<file path="src/rtl/bpu_update_sched_if.sv">
// Bundle between the commit/decode producers and the pcgen update scheduler.
// Handshake: a transfer happens on the edge where valid and ready are both high. A producer
// holds valid and payload stable until then. Ready depends only on registered state.
interface bpu_update_sched_if;
  logic        upd_valid_i;
  logic        upd_ready_o;
  logic [1:0]  upd_kind_i;
  logic [29:0] upd_vpc_i;
  logic [29:0] upd_target_i;
  logic [1:0]  upd_cntr_i;
  logic        upd_tkn_i;
  logic [1:0]  upd_btype_i;
  logic        upd_way_i;

  logic        corr_valid_i;
  logic [29:0] corr_pc_i;
  logic        corr_ready_o;

  logic [29:0] c1_btb_vpc_o;
  logic [29:0] c1_btb_target_o;
  logic [1:0]  c1_cntr_pred_o;
  logic        c1_bnch_tkn_o;
  logic [1:0]  c1_bnch_type_o;
  logic        c1_btb_way_o;
  logic        c1_btb_mod_o;
  logic        c1_btb_bm_o;
  logic        c1_call_affirm_o;
  logic        c1_ret_affirm_o;
  logic        btb_correct_o;
  logic [29:0] btb_correct_pc_o;

  modport slave (
    input  upd_valid_i, upd_kind_i, upd_vpc_i, upd_target_i, upd_cntr_i, upd_tkn_i,
           upd_btype_i, upd_way_i, corr_valid_i, corr_pc_i,
    output upd_ready_o, corr_ready_o, c1_btb_vpc_o, c1_btb_target_o, c1_cntr_pred_o,
           c1_bnch_tkn_o, c1_bnch_type_o, c1_btb_way_o, c1_btb_mod_o, c1_btb_bm_o,
           c1_call_affirm_o, c1_ret_affirm_o, btb_correct_o, btb_correct_pc_o
  );

  modport master (
    output upd_valid_i, upd_kind_i, upd_vpc_i, upd_target_i, upd_cntr_i, upd_tkn_i,
           upd_btype_i, upd_way_i, corr_valid_i, corr_pc_i,
    input  upd_ready_o, corr_ready_o, c1_btb_vpc_o, c1_btb_target_o, c1_cntr_pred_o,
           c1_bnch_tkn_o, c1_bnch_type_o, c1_btb_way_o, c1_btb_mod_o, c1_btb_bm_o,
           c1_call_affirm_o, c1_ret_affirm_o, btb_correct_o, btb_correct_pc_o
  );
endinterface

</file>
<file path="src/rtl/bpu_update_sched.sv">
// Serialises commit-side predictor updates (FIFO) and decode-side BTB invalidations (1-entry slot)
// into at most one registered pcgen update per cycle.
module bpu_update_sched #(
  parameter int QDEPTH = 4
) (
  input  logic              core_clock_i,
  input  logic              core_reset_ni,
  input  logic              core_flush_i,
  bpu_update_sched_if.slave upd_bus,
  output logic              dbg_state_o
);
  localparam int          AW   = (QDEPTH > 1) ? $clog2(QDEPTH) : 1;
  localparam logic [AW:0] FULL = (AW+1)'(QDEPTH);

  localparam logic [1:0] K_BM   = 2'b00;
  localparam logic [1:0] K_MOD  = 2'b01;
  localparam logic [1:0] K_CALL = 2'b10;
  localparam logic [1:0] K_RET  = 2'b11;

  typedef enum logic {ST_RUN = 1'b0, ST_SETTLE = 1'b1} state_e;

  typedef struct packed {
    logic [29:0] vpc;
    logic [29:0] target;
    logic [1:0]  cntr;
    logic        tkn;
    logic [1:0]  btype;
    logic        way;
  } pay_t;

  typedef struct packed {
    logic [1:0] kind;
    pay_t       pay;
  } entry_t;

  state_e        state_q, state_d;
  entry_t        mem_q [QDEPTH];
  entry_t        head, in_entry;
  logic [AW-1:0] wr_ptr_q, rd_ptr_q;
  logic [AW:0]   cnt_q, cnt_d;
  logic          slot_v_q, slot_v_d;
  logic [29:0]   slot_pc_q, slot_pc_d;
  logic          last_s_q, last_s_d;
  logic          q_ready, s_ready, push, pop;
  logic          h_pend, h_mod, s_pend, grant_h, grant_s;
  logic          mod_q, bm_q, call_q, ret_q, corr_q;
  pay_t          pay_q;
  logic [29:0]   corr_pc_q;

  assign in_entry = '{kind: upd_bus.upd_kind_i,
                      pay: '{vpc: upd_bus.upd_vpc_i, target: upd_bus.upd_target_i,
                             cntr: upd_bus.upd_cntr_i, tkn: upd_bus.upd_tkn_i,
                             btype: upd_bus.upd_btype_i, way: upd_bus.upd_way_i}};

  assign q_ready = (cnt_q != FULL);
  assign s_ready = ~slot_v_q;
  assign push    = upd_bus.upd_valid_i & q_ready;
  assign head    = mem_q[rd_ptr_q];
  assign h_pend  = (cnt_q != '0);
  assign h_mod   = (head.kind == K_MOD);
  // A flush kills the slot this very cycle, so it must not compete for the grant.
  assign s_pend  = slot_v_q & ~core_flush_i;
  assign pop     = grant_h;
  assign cnt_d   = cnt_q + {{AW{1'b0}}, push} - {{AW{1'b0}}, pop};

  always_comb begin
    state_d = state_q;
    grant_h = 1'b0;
    grant_s = 1'b0;
    case (state_q)
      ST_RUN: begin
        // last_s_q set means the slot won the previous grant, so the queue goes next.
        grant_h = h_pend & (h_mod | ~s_pend | last_s_q);
        grant_s = s_pend & ~grant_h;
        if (grant_h && h_mod) state_d = ST_SETTLE;
      end
      ST_SETTLE: state_d = ST_RUN;
      default:   state_d = ST_RUN;
    endcase
  end

  always_comb begin
    slot_v_d  = slot_v_q;
    slot_pc_d = slot_pc_q;
    last_s_d  = last_s_q;
    if (grant_s)      last_s_d = 1'b1;
    else if (grant_h) last_s_d = 1'b0;
    // Anything in or arriving at the slot during SETTLE was fetched on the wrong path.
    if (core_flush_i || state_q == ST_SETTLE || grant_s) begin
      slot_v_d = 1'b0;
    end else if (upd_bus.corr_valid_i && s_ready) begin
      slot_v_d  = 1'b1;
      slot_pc_d = upd_bus.corr_pc_i;
    end
  end

  always_ff @(posedge core_clock_i) begin
    if (push) mem_q[wr_ptr_q] <= in_entry;
  end

  always_ff @(posedge core_clock_i or negedge core_reset_ni) begin
    if (!core_reset_ni) begin
      state_q   <= ST_RUN;
      wr_ptr_q  <= '0;
      rd_ptr_q  <= '0;
      cnt_q     <= '0;
      slot_v_q  <= 1'b0;
      slot_pc_q <= '0;
      last_s_q  <= 1'b0;
      mod_q     <= 1'b0;
      bm_q      <= 1'b0;
      call_q    <= 1'b0;
      ret_q     <= 1'b0;
      corr_q    <= 1'b0;
      pay_q     <= '0;
      corr_pc_q <= '0;
    end else begin
      state_q   <= state_d;
      cnt_q     <= cnt_d;
      slot_v_q  <= slot_v_d;
      slot_pc_q <= slot_pc_d;
      last_s_q  <= last_s_d;
      if (push) wr_ptr_q <= wr_ptr_q + 1'b1;
      if (pop)  rd_ptr_q <= rd_ptr_q + 1'b1;
      mod_q  <= grant_h & (head.kind == K_MOD);
      bm_q   <= grant_h & (head.kind == K_BM);
      call_q <= grant_h & (head.kind == K_CALL);
      ret_q  <= grant_h & (head.kind == K_RET);
      corr_q <= grant_s;
      if (grant_h) pay_q     <= head.pay;
      if (grant_s) corr_pc_q <= slot_pc_q;
    end
  end

  assign upd_bus.upd_ready_o      = q_ready;
  assign upd_bus.corr_ready_o     = s_ready;
  assign upd_bus.c1_btb_vpc_o     = pay_q.vpc;
  assign upd_bus.c1_btb_target_o  = pay_q.target;
  assign upd_bus.c1_cntr_pred_o   = pay_q.cntr;
  assign upd_bus.c1_bnch_tkn_o    = pay_q.tkn;
  assign upd_bus.c1_bnch_type_o   = pay_q.btype;
  assign upd_bus.c1_btb_way_o     = pay_q.way;
  assign upd_bus.c1_btb_mod_o     = mod_q;
  assign upd_bus.c1_btb_bm_o      = bm_q;
  assign upd_bus.c1_call_affirm_o = call_q;
  assign upd_bus.c1_ret_affirm_o  = ret_q;
  assign upd_bus.btb_correct_o    = corr_q;
  assign upd_bus.btb_correct_pc_o = corr_pc_q;
  assign dbg_state_o              = state_q;
endmodule
</file>
<file path="src/flat_wrapper.sv">
// flat-port wrapper written by rule: the top's interface ports become plain ports
module bpu_update_sched_flat 
#(
  parameter int QDEPTH = 4
)
  (core_clock_i, core_reset_ni, core_flush_i, dbg_state_o, upd_bus_upd_valid_i, upd_bus_upd_kind_i, upd_bus_upd_vpc_i, upd_bus_upd_target_i, upd_bus_upd_cntr_i, upd_bus_upd_tkn_i, upd_bus_upd_btype_i, upd_bus_upd_way_i, upd_bus_corr_valid_i, upd_bus_corr_pc_i, upd_bus_upd_ready_o, upd_bus_corr_ready_o, upd_bus_c1_btb_vpc_o, upd_bus_c1_btb_target_o, upd_bus_c1_cntr_pred_o, upd_bus_c1_bnch_tkn_o, upd_bus_c1_bnch_type_o, upd_bus_c1_btb_way_o, upd_bus_c1_btb_mod_o, upd_bus_c1_btb_bm_o, upd_bus_c1_call_affirm_o, upd_bus_c1_ret_affirm_o, upd_bus_btb_correct_o, upd_bus_btb_correct_pc_o);
  bpu_update_sched_if upd_bus_i ();
  input  logic core_clock_i;
  input  logic core_reset_ni;
  input  logic core_flush_i;
  output logic dbg_state_o;
  input wire logic [$bits(upd_bus_i.upd_valid_i)-1:0] upd_bus_upd_valid_i;
  input wire logic [$bits(upd_bus_i.upd_kind_i)-1:0] upd_bus_upd_kind_i;
  input wire logic [$bits(upd_bus_i.upd_vpc_i)-1:0] upd_bus_upd_vpc_i;
  input wire logic [$bits(upd_bus_i.upd_target_i)-1:0] upd_bus_upd_target_i;
  input wire logic [$bits(upd_bus_i.upd_cntr_i)-1:0] upd_bus_upd_cntr_i;
  input wire logic [$bits(upd_bus_i.upd_tkn_i)-1:0] upd_bus_upd_tkn_i;
  input wire logic [$bits(upd_bus_i.upd_btype_i)-1:0] upd_bus_upd_btype_i;
  input wire logic [$bits(upd_bus_i.upd_way_i)-1:0] upd_bus_upd_way_i;
  input wire logic [$bits(upd_bus_i.corr_valid_i)-1:0] upd_bus_corr_valid_i;
  input wire logic [$bits(upd_bus_i.corr_pc_i)-1:0] upd_bus_corr_pc_i;
  output wire logic [$bits(upd_bus_i.upd_ready_o)-1:0] upd_bus_upd_ready_o;
  output wire logic [$bits(upd_bus_i.corr_ready_o)-1:0] upd_bus_corr_ready_o;
  output wire logic [$bits(upd_bus_i.c1_btb_vpc_o)-1:0] upd_bus_c1_btb_vpc_o;
  output wire logic [$bits(upd_bus_i.c1_btb_target_o)-1:0] upd_bus_c1_btb_target_o;
  output wire logic [$bits(upd_bus_i.c1_cntr_pred_o)-1:0] upd_bus_c1_cntr_pred_o;
  output wire logic [$bits(upd_bus_i.c1_bnch_tkn_o)-1:0] upd_bus_c1_bnch_tkn_o;
  output wire logic [$bits(upd_bus_i.c1_bnch_type_o)-1:0] upd_bus_c1_bnch_type_o;
  output wire logic [$bits(upd_bus_i.c1_btb_way_o)-1:0] upd_bus_c1_btb_way_o;
  output wire logic [$bits(upd_bus_i.c1_btb_mod_o)-1:0] upd_bus_c1_btb_mod_o;
  output wire logic [$bits(upd_bus_i.c1_btb_bm_o)-1:0] upd_bus_c1_btb_bm_o;
  output wire logic [$bits(upd_bus_i.c1_call_affirm_o)-1:0] upd_bus_c1_call_affirm_o;
  output wire logic [$bits(upd_bus_i.c1_ret_affirm_o)-1:0] upd_bus_c1_ret_affirm_o;
  output wire logic [$bits(upd_bus_i.btb_correct_o)-1:0] upd_bus_btb_correct_o;
  output wire logic [$bits(upd_bus_i.btb_correct_pc_o)-1:0] upd_bus_btb_correct_pc_o;
  assign upd_bus_i.upd_valid_i = upd_bus_upd_valid_i;
  assign upd_bus_i.upd_kind_i = upd_bus_upd_kind_i;
  assign upd_bus_i.upd_vpc_i = upd_bus_upd_vpc_i;
  assign upd_bus_i.upd_target_i = upd_bus_upd_target_i;
  assign upd_bus_i.upd_cntr_i = upd_bus_upd_cntr_i;
  assign upd_bus_i.upd_tkn_i = upd_bus_upd_tkn_i;
  assign upd_bus_i.upd_btype_i = upd_bus_upd_btype_i;
  assign upd_bus_i.upd_way_i = upd_bus_upd_way_i;
  assign upd_bus_i.corr_valid_i = upd_bus_corr_valid_i;
  assign upd_bus_i.corr_pc_i = upd_bus_corr_pc_i;
  assign upd_bus_upd_ready_o = upd_bus_i.upd_ready_o;
  assign upd_bus_corr_ready_o = upd_bus_i.corr_ready_o;
  assign upd_bus_c1_btb_vpc_o = upd_bus_i.c1_btb_vpc_o;
  assign upd_bus_c1_btb_target_o = upd_bus_i.c1_btb_target_o;
  assign upd_bus_c1_cntr_pred_o = upd_bus_i.c1_cntr_pred_o;
  assign upd_bus_c1_bnch_tkn_o = upd_bus_i.c1_bnch_tkn_o;
  assign upd_bus_c1_bnch_type_o = upd_bus_i.c1_bnch_type_o;
  assign upd_bus_c1_btb_way_o = upd_bus_i.c1_btb_way_o;
  assign upd_bus_c1_btb_mod_o = upd_bus_i.c1_btb_mod_o;
  assign upd_bus_c1_btb_bm_o = upd_bus_i.c1_btb_bm_o;
  assign upd_bus_c1_call_affirm_o = upd_bus_i.c1_call_affirm_o;
  assign upd_bus_c1_ret_affirm_o = upd_bus_i.c1_ret_affirm_o;
  assign upd_bus_btb_correct_o = upd_bus_i.btb_correct_o;
  assign upd_bus_btb_correct_pc_o = upd_bus_i.btb_correct_pc_o;
  bpu_update_sched #(.QDEPTH(QDEPTH)) u_core (.core_clock_i(core_clock_i), .core_reset_ni(core_reset_ni), .core_flush_i(core_flush_i), .upd_bus(upd_bus_i), .dbg_state_o(dbg_state_o));
endmodule
</file>
<file path="config.mk">
export PLATFORM = sky130hd
export DESIGN_NAME = bpu_update_sched_flat
export DESIGN_NICKNAME = d
export VERILOG_FILES = /design/src/rtl/bpu_update_sched_if.sv /design/src/rtl/bpu_update_sched.sv /design/src/flat_wrapper.sv
export SDC_FILE = /design/constraint.sdc
export NUM_CORES = 1
export LEC_CHECK = 0
export CAP_MARGIN = 20
export CORE_MARGIN = 10
export CORE_UTILIZATION = 59
export CTS_CLUSTER_SIZE = 40
export DETAILED_ROUTE_END_ITERATION = 10
export PLACE_DENSITY = 0.83
export SETUP_SLACK_MARGIN = 0.3
export SYNTH_ARGS = -nofsm -noshare
export SYNTH_HDL_FRONTEND = slang
export SYNTH_SLANG_ARGS = --single-unit
</file>
<file path="constraint.sdc">
create_clock -name core_clock_i -period 5.92 [get_ports core_clock_i]
set_clock_uncertainty 0.2 [all_clocks]
set_input_delay 1.184 -clock core_clock_i [delete_from_list [all_inputs] [get_ports core_clock_i]]
set_output_delay 1.184 -clock core_clock_i [all_outputs]
set_load 0.05 [all_outputs]
</file>
==> flow_metrics.env <==
export IMPL_grt_pass1_vias=9170
export IMPL_wl_per_cell_um=24.2
export IMPL_tightest_slew_ps=1090
export IMPL_vias_per_cell=6.03
export IMPL_cts_sinks=413
export IMPL_end_kind="output port"
export IMPL_area_growth_synth_to_final_pct=23.8
export IMPL_setup_viol=0
export IMPL_synth_top_cell_area_share_pct=51.5
export IMPL_max_clock_freq_mhz=289
export IMPL_ys_warn_count=0
export IMPL_grt_usage_pct=20.2
export IMPL_grt_max_degree=102
export IMPL_postSynthNetCount=939
export IMPL_nets=1155
export IMPL_hold_path_class="reg2reg"
export IMPL_ctsResizeCount=0
export IMPL_worstReg2RegStart="u_core.rd_ptr_q[0]"
export IMPL_core_sq_um=26300
export IMPL_rr_endpoint="u_core.upd_bus.c1_btb_target_o[25]"
export IMPL_numCtsBuffers=41
export IMPL_grt_pass1_wl_um=53400
export IMPL_slew_headroom_pct=27.4
export IMPL_drive_above_1_share_pct=22.6
export IMPL_reg2reg_depth=5
export IMPL_path_delay_family="buffers and inverters"
export IMPL_netlist_instances=830
export IMPL_powerDensity_nw_per_um2=553
export IMPL_period_minus_slack_ps=3460
export IMPL_gp_congestion=0.754
export IMPL_critPathMaxStageDelay_ps=890
export IMPL_die_area_sq_um=33900
export IMPL_synthDistinctLibCells=36
export IMPL_peakVddDrop_uv=465
export IMPL_remaining_drc_errors=0
export IMPL_cts_tree="done"
export IMPL_synth_area_leader_cell="edfxtp_1"
export IMPL_pwr_share_clk_pct=22.9
export IMPL_min_period_over_period_pct=58.5
export IMPL_rsz0062_at_grt="false"
export IMPL_vias=8508
export IMPL_clockBufferDepth=3
export IMPL_whs_endpoint="u_core.upd_bus.c1_btb_vpc_o[27]"
export IMPL_p_sw_share_pct=34.7
export IMPL_synth_area_per_cell_sq_um=19.1
export IMPL_clk_pin_slew_ps=60
export IMPL_htreeDepth=2
export IMPL_crit_required_ps=4540
export IMPL_fp_row_count=59
export IMPL_start_util_pct=60.4
export IMPL_first_iter_violations=663
export IMPL_ys_seq_area_share_pct=73.7
export IMPL_drtAntennaViolNets=0
export IMPL_pwr_share_comb_pct=36.4
export IMPL_critPathSlowestCell="clkdlybuf4s50_1"
export IMPL_tns_ps=0
export IMPL_path_cells="nor2_1 -> nand2_1 -> clkdlybuf4s50_1"
export IMPL_fp_dieW_um=184
export IMPL_path_depth=3
export IMPL_first_pass_iters=5
export IMPL_cap_violations=0
export IMPL_portBuffers=206
export IMPL_io_pins=207
export IMPL_intPower_mw=7.09
export IMPL_antenna_found_initial=4
export IMPL_start_kind="flop"
export IMPL_root_buffer="clkbuf_16"
export IMPL_worstPathArrival_ps=2080
export IMPL_hpwl_um=19600
export IMPL_status="finished clean"
export IMPL_die_height_um=184
export IMPL_crit_type="reg2out"
export IMPL_cp_buffers_inverters=1
export IMPL_cts_setup_buffers=0
export IMPL_yosys_top_cells_area="edfxtp_1 (51%), dfrtp_1 (22%), mux4_2 (9.7%), mux2_2 (6.5%), a221oi_1 (1.7%)"
export IMPL_pwr_share_seq_pct=40.7
export IMPL_totalPowerFinal_mw=10.9
export IMPL_worstSkewPairLatency_ps=530
export IMPL_p_switching_mw=3.77
export IMPL_ff2ff_setup_slack_ps=2480
export IMPL_hold_viol=0
export IMPL_p_leak_nw=6.77
export IMPL_grt_remaining_overflow=0
export IMPL_slew_violations=0
export IMPL_min_from="u_core.upd_bus.c1_btb_vpc_o[27]"
export IMPL_crit_fanout=6
export IMPL_ys_ff_latch=413
export IMPL_routed_wl_um=34100
export IMPL_syn_cell_area_sq_um=15900
export IMPL_holdPathStages=1
export IMPL_hold_buffers=0
==> power by group through the flow <==
stage / Clock, mW / Combinational [mW] / Sequential (mW)
2_1_floorplan: 0 / 2.00 / 5.19
3_3_place_gp: 0 / 3.87 / 4.44
3_5_place_dp: 0 / 3.96 / 4.47
4_1_cts: 2.53 / 3.98 / 4.44
5_1_grt: 2.63 / 4.20 / 4.52
6_report: 2.49 / 3.95 / 4.43
==> stage by stage <==
stage,std cells,setup WS [ps],util (%),instance area [sq um],hold WS (ps)
2_1_floorplan,830,2460,-,15900,281
6_report,1412,2460,74.7,19600,289
3_5_place_dp,1334,2070,69.5,18300,280
5_1_grt,1411,2260,74.7,19600,287
4_1_cts,1406,2400,74.4,19600,293
3_3_place_gp,1334,2100,69.5,18300,270
==> cell usage after synthesis, drive strengths merged <==
cell	count
nor3	2
nor4	1
nor2b	31
inv	6
xor2	1
a21oi	1
o21ai	1
and4	1
and2	3
clkbuf	37
and3	4
nand3	31
a221oi	30
nor4b	1
mux2	98
ha	5
or3	2
o21a	2
fa	1
mux4	68
dfrtp	141
xnor2	4
nand2	31
o211ai	31
buf	12
a21o	1
a31o	1
nand2b	2
nor2	7
nor3b	2
edfxtp	272
==> registers in the layout, indices dropped and copies added (netlist names), 2 cells and up <==
signal,flops
u_core.wr_ptr_q,2
u_core.upd_bus.c1_btb_vpc_o,30
u_core.rd_ptr_q,2
u_core.upd_bus.c1_cntr_pred_o,2
u_core.cnt_q,3
u_core.mem_q,272
u_core.upd_bus.c1_bnch_type_o,2
u_core.slot_pc_q,30
u_core.upd_bus.c1_btb_target_o,30
u_core.upd_bus.btb_correct_pc_o,30
==> routing by layer <==
metal	share of wire [%]	GRT usage, %
met2	49	33.1
met3	7.5	5.55
met1	41	26.5
met5	0.062	0
met4	1.9	5.11
==> cell usage in the layout (no fill, tap or decap), types with 4 or more instances in the layout <==
| master | n |
|---|---|
| o211ai_1 | 31 |
| clkbuf_1 | 11 |
| nand3_1 | 31 |
| clkinv_2 | 7 |
| bufinv_16 | 4 |
| and3_4 | 4 |
| xnor2_1 | 4 |
| nor2_1 | 7 |
| nor2b_1 | 30 |
| clkdlybuf4s50_1 | 205 |
| edfxtp_1 | 272 |
| dfrtp_1 | 139 |
| a221oi_1 | 30 |
| mux4_2 | 68 |
| buf_4 | 12 |
| mux2_2 | 91 |
| mux2_1 | 7 |
| clkinv_1 | 6 |
| inv_1 | 6 |
| nand2_1 | 31 |
| clkbuf_16 | 41 |
| ha_1 | 5 |
==> kinds of logic after synthesis <==
family	share of synthesized area (%)
adders and majority gates	0.520
DFF	73.7
buffers and inverters	1.55
AOI/OAI and AO/OA	3.45
muxes	16.6
xor gates and xnor gates	0.276
and+or+nand+nor	3.89
==> how the worst max path moves through the flow <==
stage                                   start                            endpoint
after global placement           core_flush_i                     u_core.cnt_q[2]
after detailed placement         core_flush_i                     u_core.cnt_q[2]
after global routing       u_core.rd_ptr_q[0]                     u_core.cnt_q[2]
after floorplan           upd_bus_upd_valid_i                  u_core.mem_q[0][0]
final                         u_core.cnt_q[1]                 upd_bus_upd_ready_o
after CTS                  u_core.rd_ptr_q[0]  u_core.upd_bus.c1_btb_target_o[25]
==> area by class of cell <==
class	instances	area, sq um
multi-input combinational	362	3970
sequential	413	11700
timing repair buffer	222	2250
clock buffer	53	1080
tap	335	419
fill	1489	6640
antenna	2	5.00
inverter	6	22.5
clock inverter	19	195
==> worst register-to-register path: stages, from the launching register on <==
cell and delay (ps):
dfrtp_4 810, mux4_2 670, nand2b_4 200, a21oi_4 130, buf_4 830, mux2_2 470
Note: power is estimated with default switching activity, not from simulation.
